`config.mk`:
```
export PLATFORM = sky130hd
export DESIGN_NAME = x_bram_fifo_ctrl
export DESIGN_NICKNAME = d
export VERILOG_FILES = /design/src/rtl/x_bram_fifo_ctrl.sv
export SDC_FILE = /design/constraint.sdc
export NUM_CORES = 1
export LEC_CHECK = 0
export CAP_MARGIN = 20
export CORE_ASPECT_RATIO = 1.5
export CORE_UTILIZATION = 44
export CTS_CLUSTER_SIZE = 25
export DETAILED_ROUTE_END_ITERATION = 12
export HOLD_SLACK_MARGIN = 0.15
export PLACE_DENSITY = 0.92
export SYNTH_ARGS = -nofsm -noshare
export SYNTH_HDL_FRONTEND = slang
export SYNTH_SLANG_ARGS = --single-unit
```
`constraint.sdc`:
```
create_clock -name CLK -period 2.6 [get_ports CLK]
set_input_delay 0.26 -clock CLK [delete_from_list [all_inputs] [get_ports CLK]]
set_output_delay 0.26 -clock CLK [all_outputs]
set_load 0.02 [all_outputs]
```
`src/rtl/x_bram_fifo_ctrl.sv`:
```
// Single-clock FIFO controller for a 2K x 9 dual-port block RAM (port A writes, port B reads).
// Optional sticky overflow/underflow flags are enabled by defining X_BRAM_FIFO_ERR_FLAGS_EN.
module x_bram_fifo_ctrl #(
  parameter int ADDR_W     = 11,
  parameter int AFULL_LVL  = 2040,
  parameter int AEMPTY_LVL = 8
) (
  input  logic              CLK,
  input  logic              RST_N,
  input  logic              WR_EN,
  input  logic [8:0]        WR_DATA,
  output logic              FULL,
  output logic              ALMOST_FULL,
  input  logic              RD_EN,
  output logic [8:0]        RD_DATA,
  output logic              RD_VALID,
  output logic              EMPTY,
  output logic              ALMOST_EMPTY,
  output logic [ADDR_W:0]   COUNT,
  output logic [ADDR_W-1:0] RAM_ADDRA,
  output logic [7:0]        RAM_DIA,
  output logic              RAM_DIPA,
  output logic              RAM_ENA,
  output logic              RAM_WEA,
  output logic [ADDR_W-1:0] RAM_ADDRB,
  output logic              RAM_ENB,
  input  logic [7:0]        RAM_DOB,
  input  logic              RAM_DOPB
`ifdef X_BRAM_FIFO_ERR_FLAGS_EN
  ,
  input  logic              ERR_CLR,
  output logic              OVF,
  output logic              UNF
`endif
);

  localparam logic [ADDR_W:0]   DEPTH    = {1'b1, {ADDR_W{1'b0}}};
  localparam logic [ADDR_W:0]   AFULL_C  = AFULL_LVL[ADDR_W:0];
  localparam logic [ADDR_W:0]   AEMPTY_C = AEMPTY_LVL[ADDR_W:0];
  localparam logic [ADDR_W:0]   CNT_ONE  = {{ADDR_W{1'b0}}, 1'b1};
  localparam logic [ADDR_W-1:0] PTR_ONE  = {{(ADDR_W-1){1'b0}}, 1'b1};

  logic [ADDR_W-1:0] wptr;
  logic [ADDR_W-1:0] rptr;
  logic [ADDR_W:0]   count_q;
  logic [ADDR_W:0]   count_next;
  logic              full_q;
  logic              empty_q;
  logic              afull_q;
  logic              aempty_q;
  logic              vld_p1;
  logic              push_ok;
  logic              pop_ok;

  // Gating with RST_N keeps both RAM ports idle while reset is held.
  assign push_ok = WR_EN & ~full_q & RST_N;
  assign pop_ok  = RD_EN & ~empty_q & RST_N;

  assign RAM_ENA   = push_ok;
  assign RAM_WEA   = push_ok;
  assign RAM_ADDRA = wptr;
  assign RAM_DIA   = WR_DATA[7:0];
  assign RAM_DIPA  = WR_DATA[8];
  assign RAM_ENB   = pop_ok;
  assign RAM_ADDRB = rptr;

  assign FULL         = full_q;
  assign EMPTY        = empty_q;
  assign ALMOST_FULL  = afull_q;
  assign ALMOST_EMPTY = aempty_q;
  assign COUNT        = count_q;
  assign RD_VALID     = vld_p1;
  assign RD_DATA      = {RAM_DOPB, RAM_DOB};

  always_comb begin
    count_next = count_q;
    if (push_ok && !pop_ok) begin
      count_next = count_q + CNT_ONE;
    end else if (!push_ok && pop_ok) begin
      count_next = count_q - CNT_ONE;
    end
  end

  // Stage p0 -> p1: pointers, occupancy, flags and the read strobe all register here.
  always_ff @(posedge CLK or negedge RST_N) begin
    if (!RST_N) begin
      wptr     <= '0;
      rptr     <= '0;
      count_q  <= '0;
      full_q   <= 1'b0;
      empty_q  <= 1'b1;
      afull_q  <= 1'b0;
      aempty_q <= 1'b1;
      vld_p1   <= 1'b0;
    end else begin
      if (push_ok) begin
        wptr <= wptr + PTR_ONE;
      end
      if (pop_ok) begin
        rptr <= rptr + PTR_ONE;
      end
      count_q  <= count_next;
      full_q   <= (count_next == DEPTH);
      empty_q  <= (count_next == '0);
      afull_q  <= (count_next >= AFULL_C);
      aempty_q <= (count_next <= AEMPTY_C);
      vld_p1   <= pop_ok;
    end
  end

`ifdef X_BRAM_FIFO_ERR_FLAGS_EN
  logic ovf_q;
  logic unf_q;

  assign OVF = ovf_q;
  assign UNF = unf_q;

  // A new error in the clearing cycle wins over ERR_CLR.
  always_ff @(posedge CLK or negedge RST_N) begin
    if (!RST_N) begin
      ovf_q <= 1'b0;
      unf_q <= 1'b0;
    end else begin
      ovf_q <= (ovf_q & ~ERR_CLR) | (WR_EN & full_q);
      unf_q <= (unf_q & ~ERR_CLR) | (RD_EN & empty_q);
    end
  end
`endif

endmodule

```
==> Word level (Yosys, flattened, before mapping) <==
Index checks and enable logic that the tools add are counted.
{ "classes": {"addsub": 4, "n_lt_le_gt_ge": 2, "eq_ne": 1, "mux": 2, "n_bitwise": 6, "reduce_logical": 5} }
{ "op_table": {"columns": ["op", "n"], "rows": [
  ["$mux 12", 2],
  ["$add 11x1->11 const B", 2],
  ["$add 12x1->12 const B", 1],
  ["$eq 12x12->1 const B", 1],
  ["$ge 12x11->1 const B", 1],
  ["$le 12x4->1 const B", 1],
  ["$logic_not 12->1", 1],
  ["$sub 12x1->12 const B", 1],
  ["$and 1x1->1", 4],
  ["$logic_and 1x1->1", 2],
  ["$logic_not 1->1", 2],
  ["$not 1->1", 2]
]} }
{ "word_totals": {"regBits": 39, "input_bits": 22, "output_inout_bits": 60, "word_cells": 28} }

==> Logic depth before layout (Yosys ltp) <==
Gate-level depths: netlist (run 1).
{ "logic_depth": {"depth_word": 8, "ltp_mapped": 8, "depth_no_buf": 8} }

==> Worst setup path before layout (run 1) <==
Ideal clock, no wire load.
{ "synth_path": {"path_type": "register to register", "from": "register count_q[5], in the netlist COUNT[5]", "to": "register empty_q, in the netlist EMPTY", "setup_time_ps": 82, "t_arrival_ps": 2068, "required_ps": 2518, "setup_slack_ps": 450, "path_stages_with_launch": 8, "n_path_buf": 0, "period_less_slack_ps": 2150, "cell_sequence": "dfrtp_1 -> or4_1 -> a211oi_1 -> mux2_1 -> nand2_1 -> xor2_1 -> clkinv_1 -> nor3_1"} }
{ "synth_via": {"elab_chain_cells": 4, "elab_cells_between_ends": 5, "cone_classes": "add/sub: 2; mux: 2; reduce/logical: 1"} }
{ "synth_rtl": {"columns": ["item", "line", "text"], "rows": [
  ["start: declaration", "45", "logic [ADDR_W:0] count_q;"],
  ["start signal: assignment", "102", "count_q <= count_next;"],
  ["$sub 12x1->12", "80", "count_next = count_q - CNT_ONE;"],
  ["$mux 12", "79", "end else if (!push_ok && pop_ok) begin"],
  ["$mux 12 *", "77", "if (push_ok && !pop_ok) begin"],
  ["via count_next[11]", "46", "logic [ADDR_W:0] count_next;"],
  ["$logic_not 12->1 *", "104", "empty_q <= (count_next == '0);"],
  ["end signal: assignment", "104", null],
  ["end: declaration", "48", "logic empty_q;"]
]} }
Mark *: on every way through the listed nets, which the timed path passes. The rest lies on a longest branch.
A chain may end at the register's enable or synchronous reset.

==> Worst setup path after layout (run 1) <==
Same ends and word-level chain as after synthesis.

==> results.yml, run 1 <==
synthesis:
  yosys.area.top_type_share: 0.4340
  synth_area_per_cell_um2: 10.21
  syn_area_um2: 2133
  synthesis.nets: 235
  ys_types: 48
  ys_warn_count: 0
  synth_flop_cell: "dfrtp_1"
  yosysTopAreaCell: "dfrtp_1"
  async_flop_share: 1.000
  synth_seq_cells: 39
  synth_cells: 209
  synthTopCellsByArea: "dfrtp_1 43%, xnor2_1 7.0%, buf_4 6.7%"
  ys_seq_area_frac: 0.4587
  synth_edf_count: 0
route:
  vias: 1649
  wire_per_inst_um: 14.60
  routed_wl_um: 4510
  route.detailed.drc: 0
  drt-initial-drc-count: 82
  vias_per_cell: 5.337
  drtPass1Iterations: 4
  antenna_left: 0
sta:
  setup_violations: 0
  fin_skew_ns: 0.006787
  timing.final.ws_setup_ns: 0.1768
  tns_ns: 0
  fin_crit_sh: 0.9320
  grt_setup_unrepaired: "no"
  tightest_slew_ns: 0.4008
  fin_crit_ns: 2.423
  max_freq_mhz: 412.7
  max_slew_margin: 0.7307
  finalHoldViolCount: 0
  slew_viol_final: 0
place:
  dpl_cell_area_um2: 2525
  dp_hpwl_um: 3434
  pre_cts_ws_ns: 0.1569
  port-buffer-count: 45
  gp_congestion: 0.9192
flow_run:
  maxCapViolCount: 0
die:
  die-area_um2: 5137
  fp.dieH_um: 87.28
  ioPinCount: 82
  rows: 30
  die_w_um: 58.86
  start_util: 0.4658
  coreArea_um2: 4579
global_route:
  grt_max_degree: 27
  overflow: 0
  grt_pass1_vias: 1619
  grt_pass1_wl_um: 7334
  antenna_found_initial: 0
  track_usage: 0.1891
clocking:
  ctsResizeCount: 0
  clock-sinks: 39
  post-cts-setup-buffer-count: 0
  cts_hold_buf: 1
  clkLatencyLatePin_ns: 0.29
  numCtsBuffers: 5
  root_buffer: "clkbuf_8"
  cts_max_level: 2
  cts_tree: "yes"
  clk_pin_slew_worst_paths_ns: 0.08
  clockBufferDepth: 2
setup_path:
  required_ns: 2.81
  crit_type: "flop to flop"
  critPathLaunchType: "flop"
  worstPathArrival_ns: 2.64
  cp-end-kind: "flop"
  crit_path_max_fanout: 8
power_and_ir_drop:
  power.internal_mw: 1.682
  swShare: 0.3971
  cellLeakagePower_nw: 1.181
  power_frac_seq: 0.369
  cellPowerDensity_nw_per_um2: 1052
  p_clk_frac: 0.187
  combPwrFrac: 0.444
  ir_drop_uv: 545.9
  power.total_mw: 2.790
  power.switching_mw: 1.108
cells_and_area:
  layout_common_cells: "44 x clkdlybuf4s50_1, 37 x dfrtp_1, 18 x nand2_1"
  drive_gt1_frac: 0.1020
  final_area_um2: 2653
  num_antenna_cells: 0
  num-nets-final: 270
  final_common_cell: "clkdlybuf4s50_1"
  synthToLayoutAreaGrowth_pct: 24.34
run_status:
  outcome: "completed"
hold_path:
  hp-class: "flop to flop"
## worst max-delay path, cell delays in order, from the launching register on
cell      delay, ns
dfrtp_1        0.47
or4_1          0.61
a211oi_1       0.35
mux2_1         0.21
nand2_1        0.07
xor2_1         0.25
clkinv_1       0.17
nor3_1         0.21
## stage by stage
step	hold slack, ns	util	cells
after floorplan	-0.03559	-	209
after global placement	0.3132	0.5514	300
after detailed placement	0.3232	0.5514	300
after CTS	0.4713	0.5792	309
after global routing	0.4879	0.5792	309
final	0.4641	0.5792	309
## cell families after synthesis
| group | share of synthesized area |
|---|---|
| xor gates and xnor gates | 0.1232 |
| AOI/OAI and AO/OA | 0.07684 |
| and+or+nand+nor | 0.2129 |
| adders and majority gates | 0.02346 |
| DFF | 0.4587 |
| muxes | 0.01056 |
| buffers and inverters | 0.09442 |
## registers in the layout, summed over array words and instances, names as in the netlist
register and count:
EMPTY 1, FULL 1, ALMOST_FULL 1, RAM_ADDRB 11
ALMOST_EMPTY 1, COUNT 12, RAM_ADDRA 11, RD_VALID 1
## power groups by stage
stage	clock network [mW]	registers, mW	logic [mW]
floorplan	0	1.20	0.570
global placement	0	1.04	1.21
detailed placement	0	1.04	1.23
CTS	0.529	1.03	1.24
global route	0.561	1.06	1.33
finish	0.521	1.03	1.24
## per-layer routing
metal | GRT usage | part of all wire | vias to the layer above
met3 | 0.05795 | 0.064 | 14
met1 | 0.2030 | 0.39 | 786
met2 | 0.3254 | 0.52 | 71
li1 | - | - | 778
met4 | 0.09957 | 0.027 | 0
met5 | 0 | 0 | -
## area by class of cell
cell class	instances	area, um^2
flip-flops and latches	39	978.4
fillers	403	1927
well taps	64	80.08
multi-input cells	139	953.4
inverters	8	30.03
repair buffers	51	493.0
clock buffers	6	82.58
clock inverters	2	35.03
## cell usage after synthesis (2+ instances only)
| master | number |
|---|---|
| dfrtp_1 | 37 |
| buf_4 | 19 |
| nand2_1 | 18 |
| xnor2_1 | 17 |
| xor2_1 | 13 |
| nor2_1 | 11 |
| nand3_1 | 10 |
| nand4_1 | 10 |
| and3_1 | 9 |
| nor3_1 | 8 |
| inv_1 | 6 |
| ha_1 | 4 |
| o21ai_0 | 4 |
| a32oi_1 | 3 |
| a22oi_1 | 2 |
| and2_1 | 2 |
| and4_1 | 2 |
| dfstp_2 | 2 |
| nand2b_1 | 2 |
| o2bb2ai_1 | 2 |
## final timing paths
| path | start | to | slack (ns) | cells past startpoint |
|---|---|---|---|---|
| max | COUNT[5] | EMPTY | 0.18 | 7 |
| min | RAM_ADDRB[10] | RAM_ADDRB[10] | 0.46 | 1 |
| max reg2reg | COUNT[5] | EMPTY | 0.18 | 7 |
| min reg2reg | RAM_ADDRB[10] | RAM_ADDRB[10] | 0.46 | 1 |
| max in group asynchronous | RST_N | COUNT[2] | 1.73 | 3 |
| min in group asynchronous | RST_N | COUNT[4] | 0.56 | 3 |
No activity file was read; power rests on OpenSTA's default activity.
==> inputs of run 2 (changes only) <==
--- a/config.mk
+++ b/config.mk
@@ -8,7 +8,6 @@
 export CAP_MARGIN = 20
 export CORE_ASPECT_RATIO = 1.5
 export CORE_UTILIZATION = 44
-export CTS_CLUSTER_SIZE = 25
 export DETAILED_ROUTE_END_ITERATION = 12
 export HOLD_SLACK_MARGIN = 0.15
 export PLACE_DENSITY = 0.92
==> results of run 2 <==
Final layout, timing and power as in run 1 (identical DEF).
